==> src/rtl/lsu_mem_ctrl.sv <==
// Load/store sequencer between the LSU and a req/gnt/rvalid data-memory bus.
// Checks legality and alignment, steers byte lanes, formats load data and stalls the core.
//
//  state   | meaning
//  IDLE    | no access in flight; accepts req_i
//  REQ     | bus request asserted, waiting for grant
//  WAIT    | load granted, waiting for read data
//  RESP    | one-cycle done pulse, access succeeded
//  FAULT   | one-cycle done pulse with error code, no bus activity
module lsu_mem_ctrl #(
    parameter int TIMEOUT = 64
) (
    input  logic        clk_i,
    input  logic        rst_n_i,
    input  logic        req_i,
    input  logic        we_i,
    input  logic [2:0]  funct3_i,
    input  logic [31:0] addr_i,
    input  logic [31:0] wdata_i,
    output logic        busy_o,
    output logic        done_o,
    output logic [1:0]  err_o,
    output logic [31:0] rdata_o,
    output logic        mem_req_o,
    input  logic        mem_gnt_i,
    output logic        mem_we_o,
    output logic [3:0]  mem_be_o,
    output logic [31:0] mem_addr_o,
    output logic [31:0] mem_wdata_o,
    input  logic        mem_rvalid_i,
    input  logic [31:0] mem_rdata_i
);

    typedef enum logic [2:0] {
        S_IDLE,
        S_REQ,
        S_WAIT,
        S_RESP,
        S_FAULT
    } state_t;

    localparam int CW = (TIMEOUT > 1) ? $clog2(TIMEOUT) : 1;
    localparam logic [CW-1:0] TC = CW'((TIMEOUT > 0) ? TIMEOUT - 1 : 0);
    localparam bit TMO_EN = (TIMEOUT > 0);

    localparam logic [1:0] ERR_MISAL = 2'b01;
    localparam logic [1:0] ERR_ILL   = 2'b10;
    localparam logic [1:0] ERR_TMO   = 2'b11;

    state_t        state_q, state_d;
    logic          we_q, we_d;
    logic [2:0]    f3_q, f3_d;
    logic [31:0]   addr_q, addr_d;
    logic [31:0]   wdata_q, wdata_d;
    logic [1:0]    err_q, err_d;
    logic [31:0]   rdata_q, rdata_d;
    logic [CW-1:0] cnt_q, cnt_d;

    logic          req_illegal;
    logic          req_misal;
    logic          tmo_hit;
    logic [CW-1:0] cnt_inc;
    logic [7:0]    lane_b;
    logic [15:0]   lane_h;
    logic [31:0]   load_fmt;
    logic [3:0]    be;
    logic [31:0]   wdata_rep;

    // Legality and alignment are judged on the live request so a fault costs one cycle.
    always_comb begin
        req_illegal = 1'b0;
        req_misal   = 1'b0;
        if (we_i) begin
            req_illegal = (funct3_i[2] == 1'b1) || (funct3_i[1:0] == 2'b11);
        end else begin
            req_illegal = (funct3_i[1:0] == 2'b11) || (funct3_i == 3'b110);
        end
        case (funct3_i[1:0])
            2'b01:   req_misal = addr_i[0];
            2'b10:   req_misal = (addr_i[1:0] != 2'b00);
            default: req_misal = 1'b0;
        endcase
    end

    always_comb begin
        lane_b   = mem_rdata_i[{addr_q[1:0], 3'b000} +: 8];
        lane_h   = addr_q[1] ? mem_rdata_i[31:16] : mem_rdata_i[15:0];
        load_fmt = mem_rdata_i;
        case (f3_q)
            3'b000:  load_fmt = {{24{lane_b[7]}}, lane_b};
            3'b100:  load_fmt = {24'h000000, lane_b};
            3'b001:  load_fmt = {{16{lane_h[15]}}, lane_h};
            3'b101:  load_fmt = {16'h0000, lane_h};
            default: load_fmt = mem_rdata_i;
        endcase
    end

    always_comb begin
        be        = 4'b1111;
        wdata_rep = wdata_q;
        case (f3_q[1:0])
            2'b00: begin
                be        = 4'b0001 << addr_q[1:0];
                wdata_rep = {4{wdata_q[7:0]}};
            end
            2'b01: begin
                be        = 4'b0011 << addr_q[1:0];
                wdata_rep = {2{wdata_q[15:0]}};
            end
            default: begin
                be        = 4'b1111;
                wdata_rep = wdata_q;
            end
        endcase
    end

    // Counter saturates at terminal count so a late grant leaves no budget for WAIT.
    always_comb begin
        tmo_hit = TMO_EN && (cnt_q == TC);
        cnt_inc = (cnt_q == TC) ? cnt_q : cnt_q + CW'(1);
    end

    always_comb begin
        state_d = state_q;
        we_d    = we_q;
        f3_d    = f3_q;
        addr_d  = addr_q;
        wdata_d = wdata_q;
        err_d   = err_q;
        rdata_d = rdata_q;
        cnt_d   = cnt_q;
        case (state_q)
            S_IDLE: begin
                if (req_i) begin
                    we_d    = we_i;
                    f3_d    = funct3_i;
                    addr_d  = addr_i;
                    wdata_d = wdata_i;
                    if (req_illegal) begin
                        err_d   = ERR_ILL;
                        rdata_d = 32'h0;
                        state_d = S_FAULT;
                    end else if (req_misal) begin
                        err_d   = ERR_MISAL;
                        rdata_d = 32'h0;
                        state_d = S_FAULT;
                    end else begin
                        err_d   = 2'b00;
                        cnt_d   = '0;
                        state_d = S_REQ;
                    end
                end
            end
            S_REQ: begin
                if (mem_gnt_i) begin
                    cnt_d   = cnt_inc;
                    state_d = we_q ? S_RESP : S_WAIT;
                end else if (tmo_hit) begin
                    err_d   = ERR_TMO;
                    rdata_d = 32'h0;
                    state_d = S_FAULT;
                end else begin
                    cnt_d = cnt_inc;
                end
            end
            S_WAIT: begin
                if (mem_rvalid_i) begin
                    rdata_d = load_fmt;
                    state_d = S_RESP;
                end else if (tmo_hit) begin
                    err_d   = ERR_TMO;
                    rdata_d = 32'h0;
                    state_d = S_FAULT;
                end else begin
                    cnt_d = cnt_inc;
                end
            end
            S_RESP:  state_d = S_IDLE;
            S_FAULT: state_d = S_IDLE;
            default: state_d = S_IDLE;
        endcase
    end

    always_ff @(posedge clk_i) begin
        if (!rst_n_i) begin
            state_q <= S_IDLE;
            we_q    <= 1'b0;
            f3_q    <= 3'b000;
            addr_q  <= 32'h0;
            wdata_q <= 32'h0;
            err_q   <= 2'b00;
            rdata_q <= 32'h0;
            cnt_q   <= '0;
        end else begin
            state_q <= state_d;
            we_q    <= we_d;
            f3_q    <= f3_d;
            addr_q  <= addr_d;
            wdata_q <= wdata_d;
            err_q   <= err_d;
            rdata_q <= rdata_d;
            cnt_q   <= cnt_d;
        end
    end

    always_comb begin
        busy_o      = (state_q != S_IDLE);
        done_o      = (state_q == S_RESP) || (state_q == S_FAULT);
        err_o       = (state_q == S_FAULT) ? err_q : 2'b00;
        rdata_o     = rdata_q;
        mem_req_o   = (state_q == S_REQ);
        mem_we_o    = (state_q == S_REQ) && we_q;
        mem_be_o    = (state_q == S_REQ) ? be : 4'b0000;
        mem_addr_o  = (state_q == S_REQ) ? {addr_q[31:2], 2'b00} : 32'h0;
        mem_wdata_o = (state_q == S_REQ) ? wdata_rep : 32'h0;
    end

endmodule

==> config.mk <==
export PLATFORM = sky130hd
export DESIGN_NAME = lsu_mem_ctrl
export DESIGN_NICKNAME = d
export VERILOG_FILES = /design/src/rtl/lsu_mem_ctrl.sv
export SDC_FILE = /design/constraint.sdc
export NUM_CORES = 1
export LEC_CHECK = 0
export CORE_MARGIN = 10
export CORE_UTILIZATION = 48
export DETAILED_ROUTE_END_ITERATION = 16
export PLACE_DENSITY = 0.86
export SKIP_LAST_GASP = 1
export SYNTH_ARGS = -nofsm -noshare
export SYNTH_HDL_FRONTEND = slang
export SYNTH_SLANG_ARGS = --single-unit
==> constraint.sdc <==
create_clock -name clk_i -period 2.9 [get_ports clk_i]
set_input_delay 0.435 -clock clk_i [delete_from_list [all_inputs] [get_ports clk_i]]
set_output_delay 0.435 -clock clk_i [all_outputs]
set_load 0.005 [all_outputs]
==> results of run 1 <==
[critical path, delay by kind of cell (launching register included)]
kind                   cells  cell delay (ns)
flip-flops                 1             0.41
AND/OR/NAND/NOR            3             0.56
buffers and inverters      3             0.95
[metal layers]
| layer | track usage | routed length, µm | up-vias |
|---|---|---|---|
| li1 | - | - | 2790 |
| met1 | 0.257 | 7610 | 2618 |
| met2 | 0.341 | 8320 | 242 |
| met3 | 0.0844 | 1880 | 45 |
| met4 | 0.0891 | 668 | 0 |
| met5 | 0 | 0 | - |
[Yosys cell counts, types with 3 or more instances]
cell | n | share of area
sky130_fd_sc_hd__buf_2 | 15 | 0.014
sky130_fd_sc_hd__nand3_1 | 5 | 0.0045
sky130_fd_sc_hd__clkbuf_1 | 34 | 0.023
sky130_fd_sc_hd__o22ai_1 | 3 | 0.0034
sky130_fd_sc_hd__nor3_1 | 3 | 0.0027
sky130_fd_sc_hd__nor2b_1 | 7 | 0.0079
sky130_fd_sc_hd__and2_1 | 40 | 0.045
sky130_fd_sc_hd__buf_1 | 3 | 0.0020
sky130_fd_sc_hd__nand2_1 | 171 | 0.12
sky130_fd_sc_hd__and3_1 | 3 | 0.0034
sky130_fd_sc_hd__o2bb2ai_1 | 6 | 0.0095
sky130_fd_sc_hd__a2bb2oi_1 | 4 | 0.0063
sky130_fd_sc_hd__ha_1 | 4 | 0.0090
sky130_fd_sc_hd__o21ai_1 | 4 | 0.0036
sky130_fd_sc_hd__nor2_1 | 50 | 0.034
sky130_fd_sc_hd__buf_4 | 6 | 0.0081
sky130_fd_sc_hd__nor3b_1 | 5 | 0.0068
sky130_fd_sc_hd__a21oi_1 | 112 | 0.10
sky130_fd_sc_hd__buf_6 | 3 | 0.0061
sky130_fd_sc_hd__a32o_1 | 3 | 0.0054
sky130_fd_sc_hd__a21o_1 | 3 | 0.0041
sky130_fd_sc_hd__nand2b_1 | 24 | 0.027
sky130_fd_sc_hd__a211oi_1 | 3 | 0.0041
sky130_fd_sc_hd__dfxtp_1 | 111 | 0.40
sky130_fd_sc_hd__o21ai_0 | 11 | 0.0099
sky130_fd_sc_hd__inv_1 | 10 | 0.0068
sky130_fd_sc_hd__mux2i_1 | 20 | 0.036
sky130_fd_sc_hd__a22o_1 | 19 | 0.030
sky130_fd_sc_hd__or3_1 | 3 | 0.0034
[worst paths after layout]
| path | start | end | slack [ns] | cells past startpoint |
|---|---|---|---|---|
| setup / recovery | state_q[0] | mem_addr_o[25] | 0.20 | 6 |
| hold / removal | addr_q[19] | addr_q[19] | 0.45 | 2 |
| setup reg to reg | state_q[2] | cnt_q[5] | 0.70 | 5 |
| hold reg to reg | addr_q[19] | addr_q[19] | 0.45 | 2 |
[sequential cells by signal, indices dropped and copies added, names as in the netlist]
name	cells
wdata_q	32
err_q	2
addr_q	32
cnt_q	6
state_q	3
f3_q	3
rdata_o	32
we_q	1
[final cells by class]
cell class,count,share of cell area
Multi-Input combinational cell,542,0.376
Timing Repair Buffer,224,0.283
Sequential cell,111,0.279
Clock buffer,11,0.0292
Tap cell,143,0.0224
Clock inverter,4,0.00597
Inverter,11,0.00518
[power groups by stage]
| stage | combinational (mW) | clock, mW | sequential [mW] |
|---|---|---|---|
| after detailed placement | 0.803 | 0 | 1.71 |
| after CTS | 0.808 | 1.24 | 1.68 |
| after global routing | 0.886 | 1.29 | 1.69 |
| after global placement | 0.790 | 0 | 1.71 |
| after floorplan | 0.479 | 0 | 1.68 |
| final | 0.807 | 1.22 | 1.68 |
[kinds of logic (layout without fill, tap and decap cells)]
family	count (synthesis)	after routing
DFF	111	111
and+or+nand+nor	319	319
muxes	23	23
AOI/OAI and AO/OA	194	194
buffers and inverters	72	250
other	1	2
adders and majority gates	4	4
==> metrics list, run 1 <==
* Via count of the first global-routing pass: 5561
- Fin. max-slew vios: 0
- Area added between synthesis and finish: 43.9%
- TritonCTS built the clock tree.
* # resized after CTS: 0
- The share of the synthesized area in compound gates (AO/OA/AOI/OAI) is 0.220.
- Portion of total power attributed to combinational logic: 0.218
* Internal power: 2.66 mW
- Data arrival time of the critical path: 2.27 ns
* Max-cap violation count: 0
- The share of total power dissipated in the clock network is 0.330.
* Via/cell ratio: 5.44
- The worst setup path is of the register to output pin kind.
- X dimension of the die: 127 µm
- In this run the worst path has a maximum fanout of 33.
- In this run the tightest slew margin relative to its limit is 0.461.
- Area occupied by multi-input gates: 2990 µm²
* Worst-margin pin slew: 0.808 ns
- Layout Skew: 0.00479 ns
- Area of the placeable core: 11400 µm²
- Once layout is complete, the utilization of the core stands at 0.701.
* Average cell area after synthesis: 7.65 µm²
* Count of vias placed by the detailed router: 5695
- Of the cells placed in the final design, the portion with a size suffix greater than 1 is 0.0520.
* Kind of path behind the tightest hold check: register to register
- At the end of the flow, the number of nets in the layout was 1008.
- The die covers 16200 µm².
- In this run, synthesis produced a sequential element count of 111.
- The number of antenna violations at the first check in global routing came to 0.
- Summing every instance area after synthesis gives 5540 µm².
* Outcome: completed
* Total power: 3.71 mW
- Fillcell total: 949
- Cell at the slowest stage of the critical path: sky130_fd_sc_hd__clkdlybuf4s50_1
- Remaining antenna violation count: 0
- Vertical die dimension: 127 µm
- Dominant combinational cell family by area after synthesis: simple AND/OR/NAND/NOR gates
- Clock-pin slew was measured on the worst setup and hold paths at 0.07 ns.
- Total Neg Setup Slack: 0 ns
- Summed over all cells, the static leakage comes to 2.94 nW.
- Clk buf depth: 2
- Setup repair after global routing left no endpoint under its margin.
- After floorplanning, the core was divided into 39 placement rows.
- Leading cell type in the layout, fill and taps excluded: sky130_fd_sc_hd__clkdlybuf4s50_1
- Derived from the worst setup path, the maximum achievable clock frequency is 370 MHz.
* Number of flops mapped to enable cells by yosys: 0
- Traced cell by cell, the critical path runs through nor2b_2 -> nand2b_1 -> inv_2 -> buf_12 -> and2_1 -> clkdlybuf4s50_1.
- In the layout the commonest cells are 208 x sky130_fd_sc_hd__clkdlybuf4s50_1, 169 x sky130_fd_sc_hd__nand2_1, 112 x sky130_fd_sc_hd__a21oi_1.
- In this run the clock root is driven by a sky130_fd_sc_hd__clkbuf_16.
* Simple-gate area share of the yosys netlist: 0.263
- Fraction of registers with async set or reset after synthesis: 0
- Count of input and output buffers: 208
- Final Hold Vio Count: 0
- # setup viols final: 0
- Worst IR drop on VDD: 0.359 mV
* Max stage delay on crit path: 0.51 ns
- The first detailed-routing pass took 5 iterations.
* Maximum number of pins on one net before global-route repair: 73
- Endpoint class of the critical path: output pin
* Ant diodes: 0
* First-pass GRT wire length: 28.9 mm
- Placer Congestion: 0.861
* Post CTS Setup Buffer Count: 0
* Insertion delay of the later-clocked pin in the worst-skew pair: 0.35 ns
* Worst setup margin: 0.195 ns
* TritonCTS buffer count: 9
* Number of instances in the synthesized netlist: 724
- DRC violation count after routing: 0
- Crit start category: register
- Area occupied by registers: 2220 µm²
* Adder-cell area share of the yosys netlist: 0.00904
* Placed cell areas: 7690 µm²
* Switching power: 1.05 mW
- Portion of total power attributed to sequential cells: 0.453
* Initial Util: 0.487
- Number of distinct standard cells referenced by the synthesized netlist: 60
* Synth Area in XOR/XNOR: 0
- Dividing the detail-routed wire length by the instance count gives 17.7 µm.
* Number of warnings reported in the yosys synthesis log: 0
* Switching Fraction: 0.284
- The tree built by TritonCTS fans out to 111 sinks.
- Post-synth top flop: sky130_fd_sc_hd__dfxtp_1
* CTS HTree Levels: 3
* Overflow after GRT: 0
- Required time at the worst-slack endpoint: 2.47 ns
* Final period demand of the worst path: 2.70 ns
- In the finished design, the share of the clock period the worst path needs comes to 0.933.
* Ports: 211
* Final Instance Area: 7970 µm²
- OpenSTA, run right after detailed placement, puts the worst setup slack at 0.347 ns.
- Wires add up to 18.5 mm.
* Worst hold-check slack: 0.449 ns
* PwrDens: 465 nW/µm²
- Buffers inserted to repair hold after CTS numbered 0.
* Sequential area share after synthesis: 0.401
- Violation count after the first detailed-route iteration: 526
* DP HPWL: 13.4 mm
- Fraction of synthesized area in multiplexers: 0.0456
* Filler-free cell count of the finished design: 1046
* Placed Instances: 1031
* GRT Total Usage: 0.216
(Power assumes the default switching activity.)
==> run 2, diff against run 1 <==
Settings changed: CORE_UTILIZATION 48 to 45, CTS_BUF_LIST set to sky130_fd_sc_hd__clkbuf_16, PLACE_DENSITY 0.86 to 0.82.
Clock period 2.9 ns to 2.7 ns, I/O delays scaled along.
==> metrics list, run 2 (synthesis gave the netlist of run 1 again) <==
* Initial Util: 0.461 (was 0.487)
- Most frequent cells in the layout: 208 x sky130_fd_sc_hd__clkdlybuf4s50_1, 169 x sky130_fd_sc_hd__nand2_1, 112 x sky130_fd_sc_hd__a21oi_1 (unchanged).
- Lkg Pwr: 2.95 nW (was 2.94 nW)
* First-pass GRT wire length: 27.9 mm (was 28.9 mm)
* Critical path start-end classification: register to output pin (unchanged)
- PwrDens: 500 nW/µm² (was 465 nW/µm²)
* CTS HTree Levels: 3 (unchanged)
* Final Hold Vio Count: 0 (unchanged)
* Endpoint class of the critical path: output pin (unchanged)
- Worst IR drop on VDD: 0.557 mV (was 0.359 mV)
- Top Metal Used: met4 (unchanged)
- Wire length on met1: 7.41 mm (was 7.61 mm)
- The max-slew violation count came to 0 (unchanged).
- The remaining routing DRC violations was 0 (unchanged).
* Maximum fanout along the worst path: 14 (was 33)
* Final period demand of the worst path: 2.54 ns
* Number of buffers inserted by hold repair at cts: 0 (unchanged)
- Hold Path Depth: 2 (unchanged)
- Post CTS Setup Buffer Count: 0 (unchanged)
- The filler cell count in the final layout is 1004 (was 949).
- The worst setup skew after layout is 0.00739 ns (was 0.00479 ns).
- Reg2reg setup slack: 0.67 ns (was 0.70 ns)
- Worst setup margin: 0.160 ns (was 0.195 ns)
- Area of the placeable core: 12000 µm² (was 11400 µm²)
- The count of antenna diodes in the layout was 0 (unchanged).
- TritonCTS buffer count: 9 (unchanged)
- The number of failing setup endpoints in the final timing report came to 0 (unchanged).
- The routability-driven placement congestion ratio came to 0.908 (was 0.861).
* Data arrival time of the critical path: 2.13 ns (was 2.27 ns)
- The post-cts gate resize count came to 1 (was 0).
- X dimension of the die: 131 µm (was 127 µm)
- Placed cell areas: 7690 µm² (unchanged)
- RSZ-0062 raised after global routing: false (unchanged).
- The site row count was 40 (was 39).
- Start of the worst register-to-register path: state_q[2] (unchanged)
* Violation count after the first detailed-route iteration: 508 (was 526)
* Total Neg Setup Slack: 0 ns (unchanged)
- The type of element launching the critical path was a register (unchanged).
- In the finished design, the share of the clock period the worst path needs comes to 0.941.
- Critical R2R Capture: addr_q[25] (was cnt_q[5])
* Clk pin slew, worst setup/hold paths: 0.07 ns (about the same)
- The worst-case clock buffer depth is 2 (unchanged).
* Count of input and output buffers: 208 (unchanged)
* Filler-free cell count of the finished design: 1052 (was 1046)
* Beginning of the worst hold path: addr_q[31] (was addr_q[19])
* Outcome: completed (unchanged)
- The count of placed standard cells including taps came to 1036 (was 1031).
- The final instance area was 8000 µm² (was 7970 µm²).
- Fraction of final layout cells sized beyond drive strength 1: 0.0552 (was 0.0520)
- Routed met2 length: 8.33 mm (was 8.32 mm)
- Via count of the first global-routing pass: 5231 (was 5561)
- The number of antenna violations at the first check in global routing was 0 (unchanged).
* Final standard cell utilization of the core: 0.666 (was 0.701)
- The most frequent standard cell in the layout excluding fill and tap cells is sky130_fd_sc_hd__clkdlybuf4s50_1 (unchanged).
- The count of TritonRoute iterations in the first routing pass came to 6 (was 5).
- Maximum number of pins on one net before global-route repair: 73 (unchanged)
* Kind of path behind the tightest hold check: register to register (unchanged)
- The length of routed met3 wiring was 2.06 mm (was 1.88 mm).
- Count of vias placed by the detailed router: 5571 (was 5695)
* GRT Total Usage: 0.203 (was 0.216)
- Worst hold-check slack: 0.450 ns (was 0.449 ns)
- Total power: 4.00 mW (was 3.71 mW)
* Root cell of the clock tree: sky130_fd_sc_hd__clkbuf_16 (unchanged)
- Total wire length: 18.1 mm (was 18.5 mm)
- Worst slack after detailed placement: 0.208 ns (was 0.347 ns)
- Die area: 17100 µm² (was 16200 µm²)
* Detailed-route wire length per cell: 17.2 µm (was 17.7 µm)
- The leftover overflow at the end of global routing is 0 (unchanged).
- The clock sink count was 111 (unchanged).
- The insertion delay of the later-clocked pin in the worst-skew pair came to 0.35 ns (about the same).
- Depth of the most critical reg-to-reg path: 5 (unchanged)
- End of the worst hold path: addr_q[31] (was addr_q[19])
* Vertical die dimension: 131 µm (was 127 µm)
* Via/cell ratio: 5.30 (was 5.44)
- The worst endpoint required time came to 2.30 ns (was 2.47 ns).
- CTS tree: yes (unchanged)
* Max-cap violation count: 0 (unchanged)
- The count of nets left with antenna violations after detail routing was 0 (unchanged).
- The boundary pin count was 211 (unchanged).
* Timing-limited maximum frequency: 394 MHz
- The final-stage net count came to 1009 (was 1008).
- Area added between synthesis and finish: 44.4% (was 43.9%)
- The placed wire-length estimate after detailed placement is 13.4 mm (about the same).
==> run 2: changes by cell type in the layout (fill, tap and decap cells not counted) <==
| cell | previous run | this run |
|---|---|---|
| sky130_fd_sc_hd__buf_12 | 4 | 3 |
| sky130_fd_sc_hd__buf_4 | 12 | 14 |
| sky130_fd_sc_hd__clkbuf_1 | 2 | 0 |
| sky130_fd_sc_hd__clkinv_2 | 2 | 1 |
| sky130_fd_sc_hd__clkinv_4 | 0 | 3 |
| sky130_fd_sc_hd__clkinvlp_4 | 1 | 0 |
| sky130_fd_sc_hd__inv_1 | 9 | 10 |
| sky130_fd_sc_hd__inv_2 | 2 | 1 |
| sky130_fd_sc_hd__inv_4 | 0 | 1 |
| sky130_fd_sc_hd__inv_6 | 0 | 1 |
| sky130_fd_sc_hd__nor2b_2 | 1 | 0 |
| sky130_fd_sc_hd__nor2b_4 | 0 | 1 |
==> run 2: final cells by class <==
type                    count  area (µm²)  share of cell area
clock inverters             7        73.8             0.00923
multi-input cells         542        3000               0.375
repair buffers            225        2250               0.281
flip-flops and latches    111        2220               0.278
clock buffers               9         225              0.0282
inverters                  11        43.8             0.00548
well taps                 147         184              0.0230
==> run 2: layer usage <==
metal,GRT usage,vias to the layer above
li1,-,2796
met1,0.244,2553
met2,0.321,203
met3,0.0955,19
met4,0.0523,0
met5,0,-
==> run 2: worst max-delay path by stage <==
| stage | endpoint | startpoint |
|---|---|---|
| 2_1_floorplan | mem_be_o[2] | state_q[0] |
| 3_3_place_gp | rdata_o[21] | funct3_i[0] |
| 3_5_place_dp | rdata_o[30] | funct3_i[0] |
| 4_1_cts | mem_addr_o[25] | state_q[0] |
| 5_1_grt | mem_be_o[1] | f3_q[1] |
| 6_report | mem_be_o[3] | f3_q[1] |
==> run 2: report_power, final <==
part	switching, mW	internal, mW	total [mW]
sequential	0.0723	1.73	1.80
combinational	0.451	0.401	0.852
clock	0.620	0.723	1.34
==> run 2: critical path, stage by stage, from the launching register on <==
cell and delay [ns]:
sky130_fd_sc_hd__dfxtp_2 0.48, sky130_fd_sc_hd__inv_1 0.17, sky130_fd_sc_hd__nand2_2 0.25, sky130_fd_sc_hd__o21ai_0 0.20, sky130_fd_sc_hd__nor2_1 0.16, sky130_fd_sc_hd__clkdlybuf4s50_1 0.53
